**src/rtl/fifo_wr_arbiter.sv**
```systemverilog
// Round-robin, burst-locked arbiter sharing one FIFO write port among NUM_REQ producers.
// Optional stall statistics output enabled by defining FIFO_ARB_STATS_EN.
module fifo_wr_arbiter #(
  parameter int NUM_REQ   = 4,
  parameter int WIDTH     = 8,
  parameter int MAX_BURST = 4,
  localparam int GW       = $clog2(NUM_REQ),
  localparam int CW       = $clog2(MAX_BURST + 1)
) (
  input  logic                     clk,
  input  logic                     rst,
  input  logic [NUM_REQ-1:0]       req_valid,
  input  logic [NUM_REQ*WIDTH-1:0] req_data,
  input  logic [NUM_REQ-1:0]       req_last,
  output logic [NUM_REQ-1:0]       req_ready,
  input  logic                     fifo_full,
  output logic                     fifo_wr_en,
  output logic [WIDTH-1:0]         fifo_wr_data,
  output logic [GW-1:0]            grant_id,
  output logic                     busy
`ifdef FIFO_ARB_STATS_EN
  , output logic [15:0]            stall_cnt
`endif
);

  // Handshake: a beat moves on a cycle where req_valid[g] & req_ready[g];
  // that is exactly the cycle fifo_wr_en is high. Ready never depends on valid.

  typedef enum logic {IDLE, BURST} state_t;

  state_t          state, state_nxt;
  logic [GW-1:0]   grant_nxt;
  logic [GW-1:0]   last_grant, last_grant_nxt;
  logic [GW-1:0]   winner;
  logic [GW-1:0]   idx;
  logic            found;
  logic [CW-1:0]   burst_cnt, burst_cnt_nxt;
  logic [WIDTH-1:0] data_sel;

  // Round-robin search starting just after the previous winner.
  always_comb begin
    winner = '0;
    found  = 1'b0;
    idx    = '0;
    for (int i = 1; i <= NUM_REQ; i++) begin
      idx = GW'((int'(last_grant) + i) % NUM_REQ);
      if (!found && req_valid[idx]) begin
        winner = idx;
        found  = 1'b1;
      end
    end
  end

  always_comb begin
    data_sel = '0;
    for (int i = 0; i < NUM_REQ; i++) begin
      if (grant_id == GW'(i)) data_sel = req_data[i*WIDTH +: WIDTH];
    end
  end

  always_comb begin
    state_nxt      = state;
    grant_nxt      = grant_id;
    last_grant_nxt = last_grant;
    burst_cnt_nxt  = burst_cnt;
    req_ready      = '0;
    fifo_wr_en     = 1'b0;
    fifo_wr_data   = '0;
    busy           = (state == BURST);
    case (state)
      IDLE: begin
        if (found) begin
          grant_nxt     = winner;
          burst_cnt_nxt = '0;
          state_nxt     = BURST;
        end
      end
      BURST: begin
        req_ready[grant_id] = !fifo_full;
        fifo_wr_en          = req_valid[grant_id] & !fifo_full;
        fifo_wr_data        = data_sel;
        if (fifo_wr_en) begin
          burst_cnt_nxt = burst_cnt + CW'(1);
          if (req_last[grant_id] || burst_cnt == CW'(MAX_BURST - 1)) begin
            state_nxt      = IDLE;
            last_grant_nxt = grant_id;
          end
        end
      end
      default: state_nxt = IDLE;
    endcase
  end

  always_ff @(posedge clk) begin
    if (rst) begin
      state      <= IDLE;
      grant_id   <= '0;
      last_grant <= GW'(NUM_REQ - 1);
      burst_cnt  <= '0;
    end else begin
      state      <= state_nxt;
      grant_id   <= grant_nxt;
      last_grant <= last_grant_nxt;
      burst_cnt  <= burst_cnt_nxt;
    end
  end

`ifdef FIFO_ARB_STATS_EN
  // Cycles the granted producer had data but the FIFO refused it; saturating.
  always_ff @(posedge clk) begin
    if (rst) begin
      stall_cnt <= '0;
    end else if (state == BURST && req_valid[grant_id] && fifo_full &&
                 stall_cnt != 16'hFFFF) begin
      stall_cnt <= stall_cnt + 16'd1;
    end
  end
`endif

endmodule

```
**config.mk**
```make
export PLATFORM = sky130hd
export DESIGN_NAME = fifo_wr_arbiter
export DESIGN_NICKNAME = d
export VERILOG_FILES = /design/src/rtl/fifo_wr_arbiter.sv
export SDC_FILE = /design/constraint.sdc
export NUM_CORES = 1
export LEC_CHECK = 0
export ABC_CLOCK_PERIOD_IN_PS = 2200
export BUFFER_PORTS_ARGS = -buffer_cell sky130_fd_sc_hd__buf_2
export CORE_MARGIN = 2
export CORE_UTILIZATION = 30
export DETAILED_ROUTE_END_ITERATION = 10
export HOLD_SLACK_MARGIN = 0.06
export PLACE_DENSITY = 0.62
export SYNTH_ARGS = -nofsm -noshare
export SYNTH_HDL_FRONTEND = slang
export SYNTH_SLANG_ARGS = --single-unit
export TNS_END_PERCENT = 1
```
**constraint.sdc**
```tcl
create_clock -name clk -period 2.2 [get_ports clk]
set_input_delay 0.55 -clock clk [delete_from_list [all_inputs] [get_ports clk]]
set_output_delay 0.55 -clock clk [all_outputs]
set_load 0.05 [all_outputs]
```
Word level (Yosys, flattened, before mapping):

Index checks and enable logic that the tools add are counted.

* $add $sub $neg: 5
* magnitude comparators: 6
* equal/unequal tests: 6
* multiplexer cells: 36
* bitwise operators: 3
* reduce and logical (&&, ||, !) cells: 13

Operators by type and width (count)
* $mux W8: 5
* $lt A2 B3 Y1 const B: 5
* $mux W1: 15
* $bmux W1 S2: 6
* $mux W2: 4
* $mux W3: 2
* $pmux W3 S2: 1
* $add A2 B1 Y2 const B: 2
* $add A2 B2 Y2 const B: 2
* $and A4 B4 Y4: 1
* $eq A2 B2 Y1 const B: 2
* $logic_and A1 B1 Y1: 4
* $logic_not A1 Y1: 4
* $mux W4: 1
* $reduce_and A2 Y1: 2
* $add A3 B1 Y3 const B: 1
* $eq A3 B2 Y1 const B: 1
* $reduce_and A3 Y1: 1
* $demux W1 S2: 1
* $eq A2 B1 Y1 const B: 1
* $ge A2 B1 Y1 const B: 1
* $logic_not A2 Y1: 1
* $ne A2 B1 Y1 const B: 1
* $ne A2 B2 Y1 const B: 1
* other kinds (4): 4

* register bits after elaboration: 8
* input bits: 43

Longest topological paths before layout:

Gate-level depths: netlist (run 1).

* word-level depth: 15
* depth in mapped cells: 5
* depth with buffers taken out: 5

Least setup slack after synthesis (run 1):

No wires, ideal clock.

* kind: register to output
* from: register grant_id[0]
* to: output port fifo_wr_data[2]
* arrival time: 1.913 ns
* data required time: 1.650 ns
* path slack: -0.263 ns
* cell stages (with the launch flop): 5
* buffers on the path: 2
* cells stage by stage: dfxtp_1 buf_6 buf_2 mux4_2 and2_1

* word-level cells in the longest chain between the ends: 6

Ends and longest elaborated chain
* start, declared: RTL line 19 `output logic [GW-1:0] grant_id,`
* start signal, assigned: RTL line 102 `grant_id <= grant_nxt;`
* $logic_not A2 Y1: RTL line 57 `if (grant_id == GW'(i)) data_sel = req_data[i*WIDTH +: WIDTH];`
* $mux W8 (3 in a row): RTL line 57
* $mux W8 (*): RTL line 57
* $mux W8 (*): RTL line 70 `case (state)`
* end, declared: RTL line 18 `output logic [WIDTH-1:0] fifo_wr_data,`

Mark *: on every way between the ends. The rest lies on a longest branch, timed or not.

Final worst setup path (run 1):

* from: register grant_id[0]
* to: output port fifo_wr_data[0]

The elaborated chain is that of the path after synthesis.

==> results of run 1 <==
[sequential cells by signal, summed over array words and instances (netlist names)]
signal and flops:
last_grant 2, busy 1, grant_id 2, burst_cnt 3
[cells in the mapped netlist, types with 2 or more instances]
cell and number:
sky130_fd_sc_hd__mux2i_1 5, sky130_fd_sc_hd__a211oi_1 2, sky130_fd_sc_hd__dfxtp_1 8, sky130_fd_sc_hd__o21ai_0 4
sky130_fd_sc_hd__nand2_1 3, sky130_fd_sc_hd__buf_2 2, sky130_fd_sc_hd__mux4_2 8, sky130_fd_sc_hd__mux2_2 3
sky130_fd_sc_hd__ha_1 2, sky130_fd_sc_hd__nand2b_1 2, sky130_fd_sc_hd__nand3b_1 3, sky130_fd_sc_hd__and2_1 9
sky130_fd_sc_hd__inv_1 3, sky130_fd_sc_hd__nor2_1 13, sky130_fd_sc_hd__a21oi_1 5
[cell families (layout without fill, tap and decap cells)]
family / Yosys count / count (layout) / share of synthesized area [%]
simple gates: 34 / 34 / 24.54
mux: 16 / 16 / 32.56
compound gates: 15 / 15 / 15.12
flops: 8 / 8 / 19.75
buf+inv: 8 / 70 / 4.937
fa+ha+maj: 2 / 2 / 3.086
[layer usage]
metal / wire, um / GRT usage [%] / vias up
li1: - / - / 431
met1: 890 / 16.98 / 391
met2: 1031 / 23.87 / 36
met3: 132 / 2.558 / 2
met4: 21 / 2.041 / 0
met5: 0 / 0 / -
[tightest hold or removal path: stages, from the launching register on]
cell and delay [ns]:
sky130_fd_sc_hd__dfxtp_1 0.34, sky130_fd_sc_hd__nor2_1 0.11, sky130_fd_sc_hd__mux2i_1 0.07
[path summary, 6_finish.rpt]
kind	cells past startpoint	slack [ns]	start	end
max	3	0.06	grant_id[0]	fifo_wr_data[0]
max reg2reg	6	0.40	grant_id[0]	burst_cnt[1]
min reg2reg	2	0.56	last_grant[0]	last_grant[0]
min	2	0.56	last_grant[0]	last_grant[0]
[layout by cell type (no fill, tap or decap), types with 2 or more instances in the layout]
master and instances:
sky130_fd_sc_hd__mux2_2 3, sky130_fd_sc_hd__nand2b_1 2, sky130_fd_sc_hd__inv_1 3, sky130_fd_sc_hd__mux4_2 8
sky130_fd_sc_hd__buf_4 6, sky130_fd_sc_hd__and2_1 9, sky130_fd_sc_hd__nand3b_1 3, sky130_fd_sc_hd__nor2_1 13
sky130_fd_sc_hd__dfxtp_1 7, sky130_fd_sc_hd__a211oi_1 2, sky130_fd_sc_hd__o21ai_0 4, sky130_fd_sc_hd__a21oi_1 5
sky130_fd_sc_hd__buf_2 58, sky130_fd_sc_hd__nand2_1 3, sky130_fd_sc_hd__clkbuf_4 3, sky130_fd_sc_hd__mux2i_1 5
sky130_fd_sc_hd__ha_1 2
[layout make-up]
class,count,area [sq um],area share (%)
clock buffer,3,22.52,1.907
multi-input combinational,67,610.6,51.70
sequential,8,163.9,13.88
inverter,3,11.26,0.9534
timing repair buffer,64,335.3,28.39
tap,30,37.54,3.178
[per-stage QoR]
stage | util [%] | setup TNS, ns | power [uW] | setup WS [ns] | cell area, sq um
2_1_floorplan | - | -0.8116 | 358.1 | -0.1573 | 812.0
3_3_place_gp | 45.83 | 0 | 438.3 | 0.1892 | 1156
3_5_place_dp | 45.83 | 0 | 442.7 | 0.1796 | 1156
4_1_cts | 46.83 | 0 | 551.5 | 0.03719 | 1181
5_1_grt | 46.83 | -0.01128 | 576.4 | -0.009294 | 1181
6_report | 46.83 | 0 | 547.9 | 0.05699 | 1181
[power by group through the flow]
stage                     logic [uW]  registers (uW)  clock network, uW
after global placement           265             173                  0
after detailed placement         269             174                  0
final                            267             170                111
after CTS                        270             171                111
after floorplan                  179             179                  0
after global routing             284             173                119
==> load_flow_metrics.sql, run 1 <==
INSERT INTO impl_metrics (metric_group, metric, value, unit) VALUES
('worst_setup_path', 'critical_path.cell_chain', 'mux4_2 > and2_1 > buf_2', ''),
('cts', 'cts-resized-gates', '1', ''),
('pwr', 'power_density', '463.9', 'nW/um^2'),
('cts', 'tritoncts_clock_tree', 'yes', ''),
('cts', 'cts_made_buffers', '3', ''),
('global_routing', 'gr-usage-all-layers', '13.39', '%'),
('sta', 'tightest_slew', '0.3195', 'ns'),
('cts', 'cts.clk_slew.worst_paths', '0.06', 'ns'),
('pwr', 'intPower', '330.7', 'uW'),
('logic_synthesis', 'yosys.area.top_type', 'sky130_fd_sc_hd__mux4_2', ''),
('worst_setup_path', 'cp-end-kind', 'output pin', ''),
('cts', 'postCtsSetupBuffers', '0', ''),
('drt', 'antenna_violating_nets_post_route', '0', ''),
('placement', 'place_hpwl', '1780', 'um'),
('die', 'initial_utilization', '32.14', '%'),
('drt', 'route.vias.total', '860', ''),
('pwr', 'power.combinational.fraction', '48.8', '%'),
('logic_synthesis', 'yosys_warnings', '0', ''),
('worst_setup_path', 'timing.setup.critical_path_class', 'flop to output pin', ''),
('pwr', 'power.sequential.fraction', '31.0', '%'),
('pwr', 'power.clock.fraction', '20.3', '%'),
('sta', 'setup_viol', '0', ''),
('worst_setup_path', 'worstPathBufferInverterCount', '1', ''),
('sta', 'achievable-frequency', '466.6', 'MHz'),
('cells_and_area', 'final_layout_size_suffix_gt1_share', '57.24', '%'),
('drt', 'drcViolationCount', '0', ''),
('global_routing', 'grt_first_pass_wirelength', '3484', 'um'),
('global_routing', 'gr-total-overflow', '0', ''),
('die', 'floorplan.die_area', '3134', 'sq um'),
('sta', 'layout_min_cycle_time', '2.143', 'ns'),
('logic_synthesis', 'synth_fp_nets', '128', ''),
('worst_setup_path', 'cp.arrival', '1.59', 'ns'),
('die', 'ioPinCount', '59', ''),
('sta', 'slew_viol_final', '0', ''),
('worst_setup_path', 'max_stage_delay', '0.52', 'ns'),
('outcome', 'run_status', 'completed', ''),
('worst_setup_path', 'path_max_fanout', '12', ''),
('sta', 'timing.hold.ws', '0.5643', 'ns'),
('cts', 'cts_hold_buffers_added', '0', ''),
('logic_synthesis', 'syn-cell-area', '810.8', 'sq um'),
('cells_and_area', 'diode_insertion_count_for_antenna_repair', '0', ''),
('logic_synthesis', 'leading_register_cell_type_out_of_synthesis', 'sky130_fd_sc_hd__dfxtp_1', ''),
('sta', 'timing.slew.headroom', '78.54', '%'),
('logic_synthesis', 'synth.top_cells.by_area', 'sky130_fd_sc_hd__mux4_2 22%, sky130_fd_sc_hd__dfxtp_1 20%, sky130_fd_sc_hd__and2_1 6.9%', ''),
('cts', 'clock-sinks', '8', ''),
('cts', 'cts_max_path_buffers', '2', ''),
('worst_setup_path', 'critical-path-top-delay-family', 'multiplexers', ''),
('logic_synthesis', 'synth_enable_flop_cells', '0', ''),
('die', 'dieHeight', '55.99', 'um'),
('drt', 'dr.first_iter.drc_count', '29', ''),
('cts', 'clk-insertion-delay-late', '0.25', 'ns'),
('worst_setup_path', 'critical_path_required', '1.65', 'ns'),
('hold_path', 'hold_path_class', 'flop to flop', ''),
('die', 'core_area', '2522', 'sq um'),
('worst_setup_path', 'crit_path_top_delay_cell', 'sky130_fd_sc_hd__mux4_2', ''),
('flow_run', 'drv.max_cap_violation_count', '0', ''),
('drt', 'drtPass1Iterations', '4', ''),
('logic_synthesis', 'sequential_cell_area_fraction_in_the_yosys_report', '19.75', '%'),
('logic_synthesis', 'synth-seq-cells', '8', ''),
('drt', 'route.final.wire_length', '2076', 'um'),
('worst_setup_path', 'crit_path_start_kind', 'flop', ''),
('drt', 'via_count_normalized_by_instance_count', '4.914', ''),
('sta', 'fin_worst_skew', '0.001100', 'ns'),
('drt', 'avgRoutedWirePerCell', '11.86', 'um'),
('cells_and_area', 'synthToLayoutAreaGrowth', '45.68', '%'),
('cells_and_area', 'finish.cell_count_without_fillers', '175', ''),
('global_routing', 'antenna_violations_before_repair', '0', ''),
('sta', 'timing.final.crit_share', '97.41', '%'),
('logic_synthesis', 'synth_async_sr_flop_share', '0', '%'),
('logic_synthesis', 'syn_area_per_cell', '9.768', 'sq um'),
('cells_and_area', 'finish.net_count', '192', '');
Note: power is estimated with default switching activity, not from simulation.
==> run 2, diff against run 1 <==
--- a/config.mk
+++ b/config.mk
@@ -11,7 +11,7 @@
 export CORE_UTILIZATION = 30
 export DETAILED_ROUTE_END_ITERATION = 10
 export HOLD_SLACK_MARGIN = 0.06
-export PLACE_DENSITY = 0.62
+export PLACE_DENSITY = 0.67
 export SYNTH_ARGS = -nofsm -noshare
 export SYNTH_HDL_FRONTEND = slang
 export SYNTH_SLANG_ARGS = --single-unit
==> run 2 against run 1 <==
Net effect:
- sequential share of layout area rose by 0.23 points
- first-iteration DRC count fell by 55%
- clock-buffer cell count unchanged
- register-to-register slack about the same
- cell area fell by 0.85%
==> load_flow_metrics.sql, run 2 (synthesized netlist as in run 1, its figures left out) <==
INSERT INTO impl_metrics (metric_group, metric, value, unit) VALUES
('worst_setup_path', 'worstPathBufferInverterCount', '1', ''),
('drt', 'avgRoutedWirePerCell', '12.35', 'um'),
('worst_setup_path', 'crit_path_start_kind', 'flop', ''),
('placement', 'placement.cell_area', '1141', 'sq um'),
('sta', 'fin_worst_skew', '0.001326', 'ns'),
('placement', 'gp_routability_congestion', '0.7085', ''),
('hold_path', 'hold_path_class', 'flop to flop', ''),
('die', 'row_count', '18', ''),
('cts', 'clk_root_buffer_cell', 'sky130_fd_sc_hd__clkbuf_4', ''),
('cts', 'cts.htree.levels', '1', ''),
('sta', 'tightest_slew', '0.3321', 'ns'),
('cts', 'cts.clk_slew.worst_paths', '0.06', 'ns'),
('worst_setup_path', 'timing.setup.critical_path_class', 'flop to output pin', ''),
('cells_and_area', 'reg.largest.list', 'burst_cnt: 3 flops, grant_id: 2 flops, last_grant: 2 flops', ''),
('worst_setup_path', 'setup.reg_to_reg.worst_slack', '0.41', 'ns'),
('sta', 'timing.slew.headroom', '77.70', '%'),
('drt', 'dr.first_iter.drc_count', '13', ''),
('drt', 'drcViolationCount', '0', ''),
('cells_and_area', 'final_cell_area', '1171', 'sq um'),
('cells_and_area', 'synthToLayoutAreaGrowth', '44.44', '%'),
('cells_and_area', 'top_register', 'burst_cnt', ''),
('worst_setup_path', 'critical-path-top-delay-family', 'multiplexers', ''),
('cells_and_area', 'largest_reg_flops', '3', ''),
('global_routing', 'gr-usage-met1', '15.31', '%'),
('global_routing', 'use_met2', '26.39', '%'),
('cts', 'cts_made_buffers', '3', ''),
('sta', 'achievable-frequency', '461.3', 'MHz'),
('worst_setup_path', 'crit_path_top_delay_cell', 'sky130_fd_sc_hd__mux4_2', ''),
('cells_and_area', 'layout.filler_cells', '262', ''),
('die', 'core_area', '2522', 'sq um'),
('pwr', 'ir_worst_vdd', '291.9', 'uV'),
('pwr', 'leakage', '0.0005465', 'uW'),
('cells_and_area', 'diode_insertion_count_for_antenna_repair', '0', ''),
('die', 'initial_utilization', '32.14', '%'),
('worst_setup_path', 'critical_path.cell_chain', 'mux4_2 > and2_1 > buf_2', ''),
('global_routing', 'antenna_violations_before_repair', '0', ''),
('worst_setup_path', 'critical_path_required', '1.65', 'ns'),
('sta', 'finalHoldViolCount', '0', ''),
('cts', 'cts_max_path_buffers', '2', ''),
('worst_setup_path', 'cp.arrival', '1.62', 'ns'),
('sta', 'layout_min_cycle_time', '2.168', 'ns'),
('global_routing', 'gr-total-overflow', '0', ''),
('pwr', 'p_total', '551.3', 'uW'),
('sta', 'timing.final.crit_share', '98.54', '%'),
('pwr', 'power_density', '470.8', 'nW/um^2'),
('cells_and_area', 'final_util', '46.43', '%'),
('global_routing', 'vias_in_the_first_global_route', '853', ''),
('global_routing', 'grt.met3_usage', '3.256', '%'),
('die', 'floorplan.die_area', '3134', 'sq um'),
('cells_and_area', 'ff_latch_area', '165.2', 'sq um'),
('global_routing', 'grt_start_max_net_pins', '14', ''),
('placement', 'post-place-ws', '0.1721', 'ns'),
('cts', 'clock-sinks', '8', ''),
('cells_and_area', 'finish.net_count', '190', ''),
('cts', 'cts_hold_buffers_added', '0', ''),
('worst_setup_path', 'path_max_fanout', '13', ''),
('cts', 'postCtsSetupBuffers', '0', ''),
('cells_and_area', 'multi_input_comb_area', '614.3', 'sq um'),
('drt', 'drtPass1Iterations', '2', ''),
('sta', 'setup_viol', '0', ''),
('cts', 'clk-insertion-delay-late', '0.25', 'ns'),
('global_routing', 'grt_first_pass_wirelength', '3553', 'um'),
('placement', 'placement.io_buffers', '58', ''),
('die', 'dieHeight', '55.99', 'um'),
('die', 'ioPinCount', '59', ''),
('flow_run', 'drv.max_cap_violation_count', '0', ''),
('die', 'dieWidth', '55.99', 'um'),
('sta', 'setup_slack', '0.03212', 'ns'),
('cts', 'tritoncts_clock_tree', 'yes', ''),
('outcome', 'run_status', 'completed', ''),
('global_routing', 'gr-usage-all-layers', '13.93', '%'),
('sta', 'slew_viol_final', '0', ''),
('worst_setup_path', 'max_stage_delay', '0.52', 'ns'),
('drt', 'antenna_violating_nets_post_route', '0', ''),
('drt', 'route.final.wire_length', '2136', 'um'),
('sta', 'grt_setup_unrepaired', 'true', ''),
('cells_and_area', 'mostFrequentLayoutCell', 'sky130_fd_sc_hd__buf_2', ''),
('cells_and_area', 'layout.cells.most_common_list', '58 x sky130_fd_sc_hd__buf_2, 13 x sky130_fd_sc_hd__nor2_1, 9 x sky130_fd_sc_hd__and2_1, 8 x sky130_fd_sc_hd__mux4_2, 6 x sky130_fd_sc_hd__dfxtp_1', ''),
('drt', 'route.vias.total', '861', ''),
('global_routing', 'globalRoute.busiestLayer', 'met2', ''),
('cells_and_area', 'final_layout_size_suffix_gt1_share', '58.04', '%'),
('drt', 'via_count_normalized_by_instance_count', '4.977', ''),
('worst_setup_path', 'cp-end-kind', 'output pin', ''),
('placement', 'place_hpwl', '1824', 'um');
run 2: cell count changes in the layout (fill, tap and decap cells not counted):
cell,previous run,this run
sky130_fd_sc_hd__buf_4,6,4
sky130_fd_sc_hd__dfxtp_1,7,6
sky130_fd_sc_hd__dfxtp_2,0,1
sky130_fd_sc_hd__mux2i_1,5,4
sky130_fd_sc_hd__mux2i_2,0,1
run 2: report_power, final:
group	internal (uW)	switching [uW]	leakage, uW
logic	113	149	0.000466
registers	153	20.4	0.0000665
clock network	62.7	53.4	0.0000138
run 2: path summary, 6_finish.rpt:
path / end / start / cells after the start
min reg2reg: burst_cnt[0] / burst_cnt[0] / 2
max: fifo_wr_data[6] / grant_id[0] / 3
min: burst_cnt[0] / burst_cnt[0] / 2
max reg2reg: burst_cnt[1] / grant_id[0] / 6
run 2: worst reg2reg max path, stage by stage (launching register included):
cell and delay (ns):
sky130_fd_sc_hd__dfxtp_4 0.48, sky130_fd_sc_hd__buf_4 0.20, sky130_fd_sc_hd__mux2i_1 0.29, sky130_fd_sc_hd__o22ai_4 0.11
sky130_fd_sc_hd__buf_4 0.17, sky130_fd_sc_hd__or3b_1 0.34, sky130_fd_sc_hd__a21oi_1 0.14
run 2: repair_timing:
| item | CTS | global route |
|---|---|---|
| cloned | 0 | 0 |
| gates resized for setup | 2 | 1 |
| setup endpoints to repair | 9 | 9 |
run 2: metal layers:
metal  wire [um]  share of wire (%)
met5           0                  0
met4          19               0.89
met3         150                7.0
met2        1170                 55
met1         794                 37
run 2: per-stage QoR:
step	hold slack [ns]	instances	TNS (ns)
after floorplan	0.5237	83	-0.8116
after global placement	0.5393	170	0
after detailed placement	0.5538	170	0
after CTS	0.5648	173	0
after global routing	0.5789	173	-0.2120
final	0.5645	173	0
run 2: cell type report:
type | instances | share of cell area, %
inverters | 3 | 0.9615
flip-flops and latches | 8 | 14.10
clock buffers | 3 | 1.923
repair buffers | 62 | 27.35
multi-input cells | 67 | 52.46
well taps | 30 | 3.205
